$ cat src/rtl/race_pkg.sv
// Shared types and constants for the race resolver.
// The optional conflict counter is enabled by defining RACE_RESOLVER_CNT_EN.
package race_pkg;

  typedef enum logic [1:0] {
    IDLE = 2'd0,
    ACK0 = 2'd1,
    ACK1 = 2'd2
  } state_t;

  localparam int CNT_W = 8;
  localparam logic [CNT_W-1:0] CNT_MAX = 8'd255;

endpackage

$ cat src/rtl/race_resolver_if.sv
// Bus between two writers and the race resolver.
// conflict_cnt exists only when RACE_RESOLVER_CNT_EN is defined.
interface race_resolver_if
  import race_pkg::*;
#(
  parameter int W = 8
);

  logic         req0;
  logic [W-1:0] val0;
  logic         req1;
  logic [W-1:0] val1;
  logic         ack0;
  logic         ack1;
  logic [W-1:0] x;
  logic         conflict;
`ifdef RACE_RESOLVER_CNT_EN
  logic [CNT_W-1:0] conflict_cnt;
`endif

  modport master (
    output req0, val0, req1, val1,
    input  ack0, ack1, x, conflict
`ifdef RACE_RESOLVER_CNT_EN
    , input conflict_cnt
`endif
  );

  modport slave (
    input  req0, val0, req1, val1,
    output ack0, ack1, x, conflict
`ifdef RACE_RESOLVER_CNT_EN
    , output conflict_cnt
`endif
  );

endinterface

$ cat src/rtl/rr_arb2.sv
// Two-requester arbiter with one-hot grant.
// FAIR != 0: a pointer favours the port not granted last; FAIR == 0: port 0 wins.
module rr_arb2 #(
  parameter int FAIR = 1
) (
  input  logic       clk,
  input  logic       rst,
  input  logic       en,
  input  logic [1:0] req,
  output logic [1:0] grant
);

  // ptr = 1 means port 1 is favoured on the next simultaneous request
  logic ptr;

  // Combinational grant, only while the owner is sampling requests
  always_comb begin
    grant = 2'b00;
    if (en) begin
      case (req)
        2'b01:   grant = 2'b01;
        2'b10:   grant = 2'b10;
        2'b11:   grant = ((FAIR != 0) && ptr) ? 2'b10 : 2'b01;
        default: grant = 2'b00;
      endcase
    end
  end

  // Pointer moves on every grant so the other port is favoured next time
  always_ff @(posedge clk) begin
    if (rst) begin
      ptr <= 1'b0;
    end else if ((FAIR != 0) && (grant != 2'b00)) begin
      ptr <= grant[0];
    end
  end

endmodule

$ cat src/rtl/race_resolver.sv
// Resolves two racing writers onto a single register x.
// One commit per two cycles; requests are sampled only in IDLE.
// Define RACE_RESOLVER_CNT_EN to add a saturating conflict counter.
module race_resolver
  import race_pkg::*;
#(
  parameter int W    = 8,
  parameter int FAIR = 1
) (
  input  logic           clk,
  input  logic           rst,
  race_resolver_if.slave bus
);

  state_t       state, state_next;
  logic [W-1:0] x_q, x_next;
  logic         ack0_q, ack0_next;
  logic         ack1_q, ack1_next;
  logic         conflict_q, conflict_next;
  logic         arb_en;
  logic [1:0]   grant;

  rr_arb2 #(.FAIR(FAIR)) u_arb (
    .clk   (clk),
    .rst   (rst),
    .en    (arb_en),
    .req   ({bus.req1, bus.req0}),
    .grant (grant)
  );

  // Next-state and next-output logic; only IDLE listens to requests
  always_comb begin
    state_next    = state;
    x_next        = x_q;
    ack0_next     = 1'b0;
    ack1_next     = 1'b0;
    conflict_next = 1'b0;
    arb_en        = 1'b0;
    case (state)
      IDLE: begin
        arb_en = 1'b1;
        if (grant[0]) begin
          state_next    = ACK0;
          x_next        = bus.val0;
          ack0_next     = 1'b1;
          conflict_next = bus.req1;
        end else if (grant[1]) begin
          state_next    = ACK1;
          x_next        = bus.val1;
          ack1_next     = 1'b1;
          conflict_next = bus.req0;
        end
      end
      ACK0, ACK1: state_next = IDLE;
      default:    state_next = IDLE;
    endcase
  end

  // State and registered outputs; reset overrides any request
  always_ff @(posedge clk) begin
    if (rst) begin
      state      <= IDLE;
      x_q        <= '0;
      ack0_q     <= 1'b0;
      ack1_q     <= 1'b0;
      conflict_q <= 1'b0;
    end else begin
      state      <= state_next;
      x_q        <= x_next;
      ack0_q     <= ack0_next;
      ack1_q     <= ack1_next;
      conflict_q <= conflict_next;
    end
  end

  assign bus.x        = x_q;
  assign bus.ack0     = ack0_q;
  assign bus.ack1     = ack1_q;
  assign bus.conflict = conflict_q;

`ifdef RACE_RESOLVER_CNT_EN
  logic [CNT_W-1:0] cnt_q;

  // Count conflicts alongside the conflict pulse, saturating at CNT_MAX
  always_ff @(posedge clk) begin
    if (rst) begin
      cnt_q <= '0;
    end else if (conflict_next && (cnt_q != CNT_MAX)) begin
      cnt_q <= cnt_q + 1'b1;
    end
  end

  assign bus.conflict_cnt = cnt_q;
`endif

endmodule

$ cat src/flat_wrapper.sv
// flat-port wrapper written by rule: the top's interface ports become plain ports
module race_resolver_flat import race_pkg::*;
#(
  parameter int W    = 8,
  parameter int FAIR = 1
)
  (clk, rst, bus_req0, bus_val0, bus_req1, bus_val1, bus_ack0, bus_ack1, bus_x, bus_conflict);
  race_resolver_if #(.W(W)) bus_i ();
  input  logic clk;
  input  logic rst;
  input wire logic [$bits(bus_i.req0)-1:0] bus_req0;
  input wire logic [$bits(bus_i.val0)-1:0] bus_val0;
  input wire logic [$bits(bus_i.req1)-1:0] bus_req1;
  input wire logic [$bits(bus_i.val1)-1:0] bus_val1;
  output wire logic [$bits(bus_i.ack0)-1:0] bus_ack0;
  output wire logic [$bits(bus_i.ack1)-1:0] bus_ack1;
  output wire logic [$bits(bus_i.x)-1:0] bus_x;
  output wire logic [$bits(bus_i.conflict)-1:0] bus_conflict;
  assign bus_i.req0 = bus_req0;
  assign bus_i.val0 = bus_val0;
  assign bus_i.req1 = bus_req1;
  assign bus_i.val1 = bus_val1;
  assign bus_ack0 = bus_i.ack0;
  assign bus_ack1 = bus_i.ack1;
  assign bus_x = bus_i.x;
  assign bus_conflict = bus_i.conflict;
  race_resolver #(.W(W), .FAIR(FAIR)) u_core (.clk(clk), .rst(rst), .bus(bus_i));
endmodule
$ cat config.mk
export PLATFORM = sky130hd
export DESIGN_NAME = race_resolver_flat
export DESIGN_NICKNAME = d
export VERILOG_FILES = /design/src/rtl/race_pkg.sv /design/src/rtl/race_resolver_if.sv /design/src/rtl/rr_arb2.sv /design/src/rtl/race_resolver.sv /design/src/flat_wrapper.sv
export SDC_FILE = /design/constraint.sdc
export NUM_CORES = 1
export LEC_CHECK = 0
export BUFFER_PORTS_ARGS = -buffer_cell sky130_fd_sc_hd__clkbuf_2
export CAP_MARGIN = 0
export CORE_UTILIZATION = 44
export CTS_BUF_LIST = sky130_fd_sc_hd__clkbuf_16
export DETAILED_ROUTE_END_ITERATION = 10
export GPL_ROUTABILITY_DRIVEN = 0
export GPL_TIMING_DRIVEN = 0
export HOLD_SLACK_MARGIN = 0.15
export PLACE_DENSITY = 0.8
export RECOVER_POWER = 25
export SYNTH_ARGS = -nofsm -noshare
export SYNTH_HDL_FRONTEND = slang
export SYNTH_HIERARCHICAL = 1
export SYNTH_SLANG_ARGS = --single-unit
$ cat constraint.sdc
create_clock -name clk -period 2.4 [get_ports clk]
set_input_delay 0 -clock clk [delete_from_list [all_inputs] [get_ports clk]]
set_output_delay 0 -clock clk [all_outputs]
set_load 0.01 [all_outputs]
[Word-level counts from Yosys, hierarchy flattened]
Cells that the tools add are included.
Operators by class
  $add $sub $neg: 0
  multipliers: 0
  div/mod/pow operators: 0
  $lt $le $gt $ge: 0
  equality and inequality tests: 3
  shift operators: 0
  muxes and demuxes: 12
  bitwise logic cells: 1
  reduce and logical (&&, ||, !) cells: 5
Operators by type and width (number)
  $mux 8: 2
  $mux 1: 7
  $pmux 2 s3: 1
  $eq 2x2->1 const B: 2
  $mux 2: 2
  $reduce_or 3->1: 1
  $eq 2x1->1 const B: 1
  $logic_not 2->1: 1
  $reduce_and 2->1: 1
  $reduce_bool 2->1: 1
  $reduce_or 2->1: 1
  $not 1->1: 1
Storage, ports and cells
  register bits: 14
  bits in latches: 0
  bits in writable memories: 0
  bits in read-only memories: 0
  output and inout port bits: 11
  memories kept: 0

[Longest topological paths before layout]
Gate-level depths: netlist of the first run.
  depth in word-level cells: 5
  gate-level depth with buffers: 10
  depth with buffers taken out: 6

[Hierarchy]
The synthesis of the first run kept the hierarchy.
By module, submodules not included
  race_resolver: instances 1, cells an instance 53, area each 608.1 um^2, seq. area each 260.2 um^2
  rr_arb2: instances 1, cells an instance 8, area each 55.1 um^2, seq. area each 20.0 um^2

[Worst setup path before layout of the first run]
No wires, ideal clock.
  kind: flip-flop to flip-flop
  start point: register u_core.state[1]
  end point: register u_core.x_q[0], in the netlist u_core/bus.x[0]
  arrival: 1670 ps
  setup slack: 587 ps
  cell stages (with the launch flop): 11
  path buffers: 4
  cells stage by stage: dfxtp_1 nor2_1 clkbuf_1 nand2_1 a21oi_1 buf_6 or2_1 buf_6 and2_4 buf_6 a211oi_2
Between the ends
  longest elaborated chain between the ends: 5
Ends and longest elaborated chain
  start: declaration: line race_resolver.sv:15  | state_t state, state_next;
  start signal: assignment: line race_resolver.sv:68  | state <= state_next;
  $logic_not 2->1 *: line race_resolver.sv:39  | case (state)
  $mux 1 *: line race_resolver.sv:39
  named net u_core.arb_en: line race_resolver.sv:20  | logic arb_en;
  $mux 2 *: line rr_arb2.sv:19  | if (en) begin
  named net u_core.grant[0]: line race_resolver.sv:21  | logic [1:0] grant;
  $reduce_bool 2->1 (no line)
  $reduce_and 2->1 (no line)
  end signal: assignment: line race_resolver.sv:69  | x_q <= x_next;
  end: declaration: line race_resolver.sv:16  | logic [W-1:0] x_q, x_next;
The timed path passes the listed nets; every way through them passes the cells marked *.
A chain may end at the register's enable or synchronous reset.

[Worst setup path in the final report of the first run]
  start point: register u_core.state[1]
  end point: register u_core.x_q[4], in the netlist u_core/bus.x[4]
Same word-level chain as after synthesis.

==> qor.yml, run 1 <==
clock_network:
  cts_buffers: 3
  tritoncts: "done"
  clkSinkCount: 14
  postCtsSetupRepairBufs: 0
  cts_hold_buffers: 15
  cts.path.max_buffers: 2
  cts.repair.resized: 0
  clk_latency_ps: 240
  clkTransAtPathRegs_ps: 50
  clockRootBuffer: "clkbuf_16"
  cts-htree-levels: 1
synthesis:
  synth_top_area_share_pct: 42.3
  yosys-top-cells-count: "dfxtp_1, a21oi_1, a211oi_2, mux2i_1"
  synth_area_leaders: "dfxtp_1, a211oi_2, mux2i_1"
  yosysMostFrequentCell: "dfxtp_1"
  synth-seq-cells: 14
  synth_top_flop_cell: "dfxtp_1"
  syn_inst: 61
  synthMuxAreaShare_pct: 12.1
  synth_compound_area_share_pct: 26.0
  yosys.area_share.simple_pct: 12.1
  yosysTopAreaCell: "dfxtp_1"
  synth_adder_area_share_pct: 0
  synth_area_um2: 663
  synthXorXnorAreaFrac_pct: 0
  synth_edf_count: 0
  seq_area_frac_synth_pct: 42.3
  syn_nets: 81
  synth.distinct_cells: 18
  synth_top_family_by_area: "compound AO/OA/AOI/OAI gates"
  avgSynthCellArea_um2: 10.9
  ys_async_sr_fraction_pct: 0
  ys_warn_count: 6
routing:
  drcViolationCount: 0
  via_per_inst: 5.20
  routedWlPerCell_um: 14.2
  drt_iter0_drc: 9
  num_vias: 655
  final_antenna_net_count: 0
  first_pass_iters: 4
  wl_um: 1790
final_layout:
  syn_to_final_growth_pct: 60.4
  post-route-cell-area_um2: 1060
  drive_gt1_share_pct: 36.0
  fill_cells: 93
  fin_nets: 132
  instances_no_fill: 126
  antenna_cells: 0
critical_path:
  crit_fanout: 13
  crit_type: "reg2reg"
  crit_chain: "nor2_1, clkbuf_1, nand2_1, a21oi_1, buf_6, buf_2, mux2i_1, a211oi_2"
  crit_family: "buffers and inverters"
  critPathMaxStageDelay_ps: 450
  cp_slowest_cell: "clkbuf_1"
  path_buf_inv: 3
  worstSetupStartpointType: "flip-flop"
  crit_arrival_ps: 2330
  endpoint_kind: "flip-flop"
  cp.required_ps: 2500
pwr:
  power_density_nw_per_um2: 766
  leakagePower_nw: 0.464
  ir_worst_vdd_uv: 598
global_route:
  grt_antenna_before_repair: 0
  grt_max_degree: 14
  grt_use_total_pct: 23.9
  first_global_vias: 641
  overflow: 0
  grt_pass1_wl_um: 2550
sta:
  fmax_ghz: 0.448
  setup_viol: 0
  rsz0062_at_grt: "no"
  skew_ps: 0.832
  worstMarginPinSlew_ps: 695
  finalWorstSetupSlack_ps: 167
  min_period_ps: 2230
  drv_slew: 0
  hold_violations: 0
  fin_tns_setup_ps: 0
  post-route-period-util_pct: 93.0
  slew_headroom_pct: 53.7
die:
  core_area_um2: 1350
  placementRows: 13
  die_y_um: 40.8
  dieArea_um2: 1670
  start_util_pct: 49.1
  die_w_um: 40.8
  io_pins: 31
placement:
  dp.cells: 106
  dp_hpwl_um: 946
  io_buffers: 30
  placed_cell_area_um2: 832
  dp_slack_ps: 302
hold_path:
  hold_path.class: "in2reg"
flow_run:
  cap_violations: 0
status:
  status: "completed"
-- registers in the layout, indices dropped and copies added (netlist names) --
register,count
u_core/state,2
u_core/u_arb/ptr,1
u_core/bus.ack1,1
u_core/bus.x,8
u_core/bus.conflict,1
u_core/bus.ack0,1
-- cells by family (layout without fill, tap and decap cells) --
family,Yosys count,in the layout
AOI/OAI and AO/OA,21,21
DFF,14,14
and+or+nand+nor,11,11
muxes,8,8
buffers and inverters,7,57
-- layout make-up --
type / count / area [um2] / share of cell area [%]
Tap cell: 15 / 18.8 / 1.76
Timing Repair Buffer: 46 / 303 / 28.5
Buffer: 6 / 46.3 / 4.35
Multi-Input combinational cell: 40 / 333 / 31.3
Sequential cell: 14 / 280 / 26.4
Clock buffer: 3 / 75.1 / 7.06
Clock inverter: 1 / 3.75 / 0.353
Inverter: 1 / 3.75 / 0.353
-- worst reg2reg max path, delay by kind of cell (launching register included) --
kind                   cells  cell delay [ps]
multiplexers               1              300
buffers and inverters      3              840
flip-flops                 1              330
AND/OR/NAND/NOR            2              350
AO/OA/AOI/OAI              2              270
-- layer usage --
| metal | track usage, % | vias to the layer above | part of all wire [%] | wire, um |
|---|---|---|---|---|
| li1 | - | 328 | - | - |
| met1 | 27.4 | 303 | 42 | 750 |
| met2 | 41.0 | 24 | 53 | 940 |
| met3 | 8.15 | 0 | 5.4 | 96 |
| met4 | 7.50 | 0 | 0 | 0 |
| met5 | 0 | - | 0 | 0 |
-- worst paths after layout --
| check | slack (ps) | from | cells after the start | end |
|---|---|---|---|---|
| setup / recovery | 170 | u_core/state[1] | 8 | u_core/bus.x[4] |
| hold / removal | 180 | bus_val0[5] | 3 | u_core/bus.x[5] |
| setup reg to reg | 170 | u_core/state[1] | 8 | u_core/bus.x[4] |
| hold reg to reg | 490 | u_core/state[0] | 1 | u_core/state[0] |
-- stage by stage --
stage	total power [mW]	hold WS [ps]	util [%]
after global placement	0.474	227	61.6
final	0.815	175	78.8
after global routing	0.849	203	78.8
after detailed placement	0.478	233	61.6
after floorplan	0.418	78.0	-
after CTS	0.817	154	78.6
-- report_power, final --
part | internal [mW] | switching [mW] | leakage, nW
logic | 0.110 | 0.113 | 0.309
clock network | 0.220 | 0.0939 | 0.0385
registers | 0.263 | 0.0155 | 0.116
total | 0.593 | 0.222 | 0.464
-- layout by cell type, fill, tap and decap left out --
cell,instances
a211oi_2,8
dlygate4sd3_1,16
buf_6,3
clkbuf_2,24
nand2_1,3
clkinv_1,1
buf_1,1
and2_4,1
nor2_1,1
or2_1,1
nor4b_1,2
mux2i_1,8
a311oi_1,1
clkbuf_16,3
clkbuf_1,7
nand3b_1,1
buf_2,1
a2111oi_0,1
inv_1,1
a21oi_1,11
dfxtp_1,14
and4bb_1,2
No activity file was read; power rests on OpenSTA's default activity.
==> run 2: changes to the inputs <==
--- a/config.mk
+++ b/config.mk
@@ -5,6 +5,7 @@
 export SDC_FILE = /design/constraint.sdc
 export NUM_CORES = 1
 export LEC_CHECK = 0
+export ABC_AREA = 1
 export BUFFER_PORTS_ARGS = -buffer_cell sky130_fd_sc_hd__clkbuf_2
 export CAP_MARGIN = 0
 export CORE_UTILIZATION = 44
@@ -15,6 +16,7 @@
 export HOLD_SLACK_MARGIN = 0.15
 export PLACE_DENSITY = 0.8
 export RECOVER_POWER = 25
+export SKIP_CTS_REPAIR_TIMING = 1
 export SYNTH_ARGS = -nofsm -noshare
 export SYNTH_HDL_FRONTEND = slang
 export SYNTH_HIERARCHICAL = 1
==> run 2 against run 1 <==
Net effect:
- via count increased by 24%
- combinational power grew 2%
- critical endpoint is now u_core/bus.x[1]
- clock power is 3% higher
==> qor.yml, run 2 <==
status:
  status: "completed"
synthesis:
  yosys-top-cells-count: "nand2_1, nor2_1, dfxtp_1"
  seq_area_frac_synth_pct: 42.3
  ys_async_sr_fraction_pct: 0
  synth.distinct_cells: 15
  synth_top_area_share_pct: 42.3
  syn_nets: 125
  yosysMostFrequentCell: "nand2_1"
  synth_edf_count: 0
  avgSynthCellArea_um2: 6.32
  synth_top_flop_cell: "dfxtp_1"
  ys_warn_count: 6
  synth-seq-cells: 14
  synth_area_um2: 663
  yosysTopAreaCell: "dfxtp_1"
  synth_area_leaders: "dfxtp_1, nand2_1, nor2_1"
  syn_inst: 105
critical_path:
  endpoint_kind: "flip-flop"
  crit_fanout: 10
  worstSetupStartpointType: "flip-flop"
  crit_arrival_ps: 2190
  cp.required_ps: 2540
  crit_type: "reg2reg"
final_layout:
  final_common_cell: "nand2_1"
  antenna_cells: 0
  layout_common_cells: "nand2_1, clkbuf_2, dlygate4sd3_1"
  post-route-cell-area_um2: 1090
  syn_to_final_growth_pct: 64.9
  fin_nets: 179
  largest_register_ffs: 8
  drive_gt1_share_pct: 28.5
global_route:
  grt_antenna_before_repair: 0
  grt_use_total_pct: 21.9
  overflow: 0
  grt_max_degree: 11
  first_global_vias: 499
  grt_pass1_wl_um: 2210
flow_run:
  cap_violations: 0
sta:
  fin_tns_setup_ps: 0
  min_period_ps: 2050
  fmax_ghz: 0.488
  rsz0062_at_grt: "no"
  slew_headroom_pct: 87.5
  hold_violations: 0
  worstMarginPinSlew_ps: 186
  setup_viol: 0
  post-route-period-util_pct: 85.5
  skew_ps: 4.99
  hold_ws_ps: 82.3
  drv_slew: 0
die:
  start_util_pct: 49.1
  io_pins: 31
  dieArea_um2: 1670
  die_y_um: 40.8
  core_area_um2: 1350
  placementRows: 13
  die_w_um: 40.8
pwr:
  ir_worst_vdd_uv: 681
  power.net_switching_uw: 245
  p_clk_share_pct: 39.0
  pwr-share-seq_pct: 33.7
  leakagePower_nw: 0.598
  swShare_pct: 29.5
  comb_power_share_pct: 27.3
  p_int_uw: 586
  power_density_nw_per_um2: 760
clock_network:
  clockRootBuffer: "clkbuf_16"
  cts.path.max_buffers: 2
  cts-htree-levels: 1
  cts_buffers: 3
  clkSinkCount: 14
  clk_latency_ps: 250
  clkTransAtPathRegs_ps: 50
  tritoncts: "done"
routing:
  drt_iter0_drc: 22
  wl_um: 2010
  via_per_inst: 4.68
  first_pass_iters: 4
  num_vias: 809
  final_antenna_net_count: 0
  drcViolationCount: 0
  routedWlPerCell_um: 11.6
placement:
  io_buffers: 30
  dp_hpwl_um: 1050
  placed_cell_area_um2: 832
hold_path:
  hold_path.class: "in2reg"
## run 2: power by group through the flow
stage | sequential [mW] | combinational (mW) | clock (mW)
after floorplan | 0.295 | 0.111 | 0
after global placement | 0.282 | 0.179 | 0
after detailed placement | 0.285 | 0.181 | 0
after CTS | 0.280 | 0.185 | 0.321
after global routing | 0.284 | 0.253 | 0.342
final | 0.280 | 0.227 | 0.324
## run 2: final timing paths
kind	end	start	cells past startpoint	slack, ps
worst max-delay path	u_core/bus.x[1]	u_core/state[1]	12	350
worst min-delay path	u_core/bus.x[0]	bus_val1[0]	5	80
worst max register to register	u_core/bus.x[1]	u_core/state[1]	12	350
worst min register to register	u_core/bus.x[7]	u_core/bus.x[7]	4	510
## run 2: worst max-delay path: stages, from the launching register on
cell and delay [ps]:
dfxtp_1 340, nor2_4 190, nand2_1 90, clkinv_1 70
nand2_2 60, inv_1 90, inv_2 50, buf_2 180
nand2_1 100, nand2_1 40, dlygate4sd3_1 550, nor2_1 120
nor2_1 60
## run 2: per-stage QoR
stage	instances	utilization (%)	power, mW	setup slack (ps)
4_1_cts	154	67.5	0.786	965
3_3_place_gp	150	61.6	0.461	1040
2_1_floorplan	105	-	0.406	1140
3_5_place_dp	150	61.6	0.466	1030
5_1_grt	173	81.0	0.878	241
6_report	173	81.0	0.831	349
## run 2: layout make-up
class	instances	area [um2]
Inverter	14	52.6
Sequential cell	14	280
Tap cell	15	18.8
Buffer	3	21.3
Clock inverter	1	3.75
Fill cell	89	256
Multi-Input combinational cell	74	309
Timing Repair Buffer	49	333
Clock buffer	3	75.1
## run 2: layer usage
| layer | global-route usage [%] | share of wire, % | vias to the layer above | routed length [um] |
|---|---|---|---|---|
| li1 | - | - | 410 | - |
| met1 | 26.5 | 41 | 364 | 817 |
| met5 | 0 | 0 | - | 0 |
| met3 | 9.78 | 4.7 | 6 | 95 |
| met4 | 10.0 | 2.3 | 0 | 46 |
| met2 | 32.8 | 52 | 29 | 1060 |
## run 2: logic make-up after synthesis
kind of cell           count (synthesis)  share of synthesized area (%)
buffers and inverters                 17                           11.1
flip-flops                            14                           42.3
AO/OA/AOI/OAI                          3                           2.83
AND/OR/NAND/NOR                       71                           43.8
==> run 3: changes to the inputs <==
--- a/config.mk
+++ b/config.mk
@@ -6,15 +6,16 @@
 export NUM_CORES = 1
 export LEC_CHECK = 0
 export ABC_AREA = 1
-export BUFFER_PORTS_ARGS = -buffer_cell sky130_fd_sc_hd__clkbuf_2
 export CAP_MARGIN = 0
-export CORE_UTILIZATION = 44
+export CORE_AREA = 2 2 39 41
 export CTS_BUF_LIST = sky130_fd_sc_hd__clkbuf_16
 export DETAILED_ROUTE_END_ITERATION = 10
+export DIE_AREA = 0 0 41 43
+export DONT_BUFFER_PORTS = 1
 export GPL_ROUTABILITY_DRIVEN = 0
 export GPL_TIMING_DRIVEN = 0
 export HOLD_SLACK_MARGIN = 0.15
-export PLACE_DENSITY = 0.8
+export PLACE_DENSITY = 0.69
 export RECOVER_POWER = 25
 export SKIP_CTS_REPAIR_TIMING = 1
 export SYNTH_ARGS = -nofsm -noshare
==> run 3 against run 2 <==
Net effect:
- hold slack better by 270 ps
- total power shrank 6.4%
- cell area fell by 11%
- register-to-register slack improved by 90 ps
- critical path type unchanged
- first-iteration DRC count grew 4.5%
- routed wire length fell by 19%
- clock power down 6.2%
- worst setup slack gained 94 ps
==> qor.yml, run 3 (synthesis results as in run 2) <==
status:
  status: "completed"
sta:
  post-route-period-util_pct: 81.5
  drv_slew: 0
  min_period_ps: 1960
  setup_viol: 0
  slew_headroom_pct: 85.9
  fin_tns_setup_ps: 0
  skew_ps: 1.70
  fmax_ghz: 0.511
  hold_violations: 0
  worstMarginPinSlew_ps: 211
  rsz0062_at_grt: "no"
pwr:
  finalPower_uw: 778
  leakagePower_nw: 0.497
  ir_worst_vdd_uv: 415
  power_density_nw_per_um2: 804
critical_path:
  crit_arrival_ps: 2090
  crit-reg2reg-launch: "u_core/state[1]"
  rr_worst_depth: 12
  endpoint_kind: "flip-flop"
  crit_type: "reg2reg"
  r2r_end: "u_core/bus.x[3]"
  cp.required_ps: 2530
  worstSetupStartpointType: "flip-flop"
  rrSetupSlack_ps: 440
  crit_fanout: 10
final_layout:
  layout_common_cells: "nand2_1, dlygate4sd3_1, nor2_1"
  syn_to_final_growth_pct: 46.0
  fin_nets: 151
  final_common_cell: "nand2_1"
  drive_gt1_share_pct: 16.3
  largest_register_ffs: 8
  antenna_cells: 0
clock_network:
  clkTransAtPathRegs_ps: 40
  cts.path.max_buffers: 2
  tritoncts: "done"
  cts_buffers: 3
  clk_latency_ps: 240
  cts-htree-levels: 1
  clkSinkCount: 14
  clockRootBuffer: "clkbuf_16"
die:
  placementRows: 14
  die_y_um: 43
  io_pins: 31
  start_util_pct: 47.9
  core_area_um2: 1380
  dieArea_um2: 1760
  die_w_um: 41
hold_path:
  hold_path_depth: 5
  hold_path.class: "in2reg"
  hold_end: "u_core/state[1]"
  min_from: "bus_req1"
routing:
  wl_um: 1640
  final_antenna_net_count: 0
  num_vias: 684
  first_pass_iters: 4
  drt_iter0_drc: 23
  routedWlPerCell_um: 11.3
  drcViolationCount: 0
  via_per_inst: 4.72
flow_run:
  cap_violations: 0
placement:
  io_buffers: 0
  dp_hpwl_um: 955
global_route:
  grt_antenna_before_repair: 0
  first_global_vias: 532
  grt_pass1_wl_um: 2240
  overflow: 0
  grt_use_total_pct: 18.9
  grt_max_degree: 11
-- run 3: cell types whose count changed in the layout (fill, tap and decap cells not counted) --
cell           change
dlygate4sd3_1      +2
clkinv_1           -1
clkbuf_1           -6
clkbuf_2          -24
-- run 3: layer usage --
metal  up-vias  wire (um)  global-route usage (%)
met5         -          0                       0
met4         0         17                    12.0
met3         2         91                    5.76
met2        18        834                    27.5
met1       310        693                    22.8
li1        354          -                       -
-- run 3: power breakdown --
part / leakage, nW / total, mW / internal, mW / switching, mW
registers: 0.116 / 0.295 / 0.262 / 0.0320
logic: 0.345 / 0.179 / 0.0843 / 0.0949
clock network: 0.0370 / 0.304 / 0.217 / 0.0872
-- run 3: through the flow --
step	setup WS (ps)	area [um2]	std cells	hold WS (ps)	utilization [%]
floorplan	1140	663	105	62.4	-
global placement	1040	683	121	63.8	49.4
detailed placement	986	683	121	64.8	49.4
CTS	959	758	124	-186	54.8
global route	294	968	145	410	70.0
finish	443	968	145	350	70.0
-- run 3: area by class of cell --
class / instances / area (um2)
fillers: 130 / 415
multi-input cells: 74 / 309
flip-flops and latches: 14 / 280
repair buffers: 21 / 210
clock buffers: 3 / 75.1
inverters: 14 / 52.6
plain buffers: 3 / 21.3
well taps: 16 / 20.0
-- run 3: how the worst max path moves through the flow --
stage,cells after the start,endpoint,slack [ps],from
5_1_grt,12,u_core/bus.x[2],290,u_core/state[1]
3_5_place_dp,9,u_core/bus.x[1],990,u_core/state[1]
6_report,12,u_core/bus.x[3],440,u_core/state[1]
4_1_cts,9,u_core/bus.x[5],960,u_core/state[1]
2_1_floorplan,9,u_core/bus.x[0],1140,u_core/state[1]
3_3_place_gp,9,u_core/bus.x[2],1040,u_core/state[1]
-- run 3: critical path, cell delays in order, from the launching register on --
cell and delay (ps):
dfxtp_1 320, nor2_4 170, nand2_1 80, clkinv_1 50
nand2_2 50, inv_1 100, inv_2 50, buf_2 190
nand2_1 80, nand2_1 40, dlygate4sd3_1 550, nor2_1 120
nor2_1 50
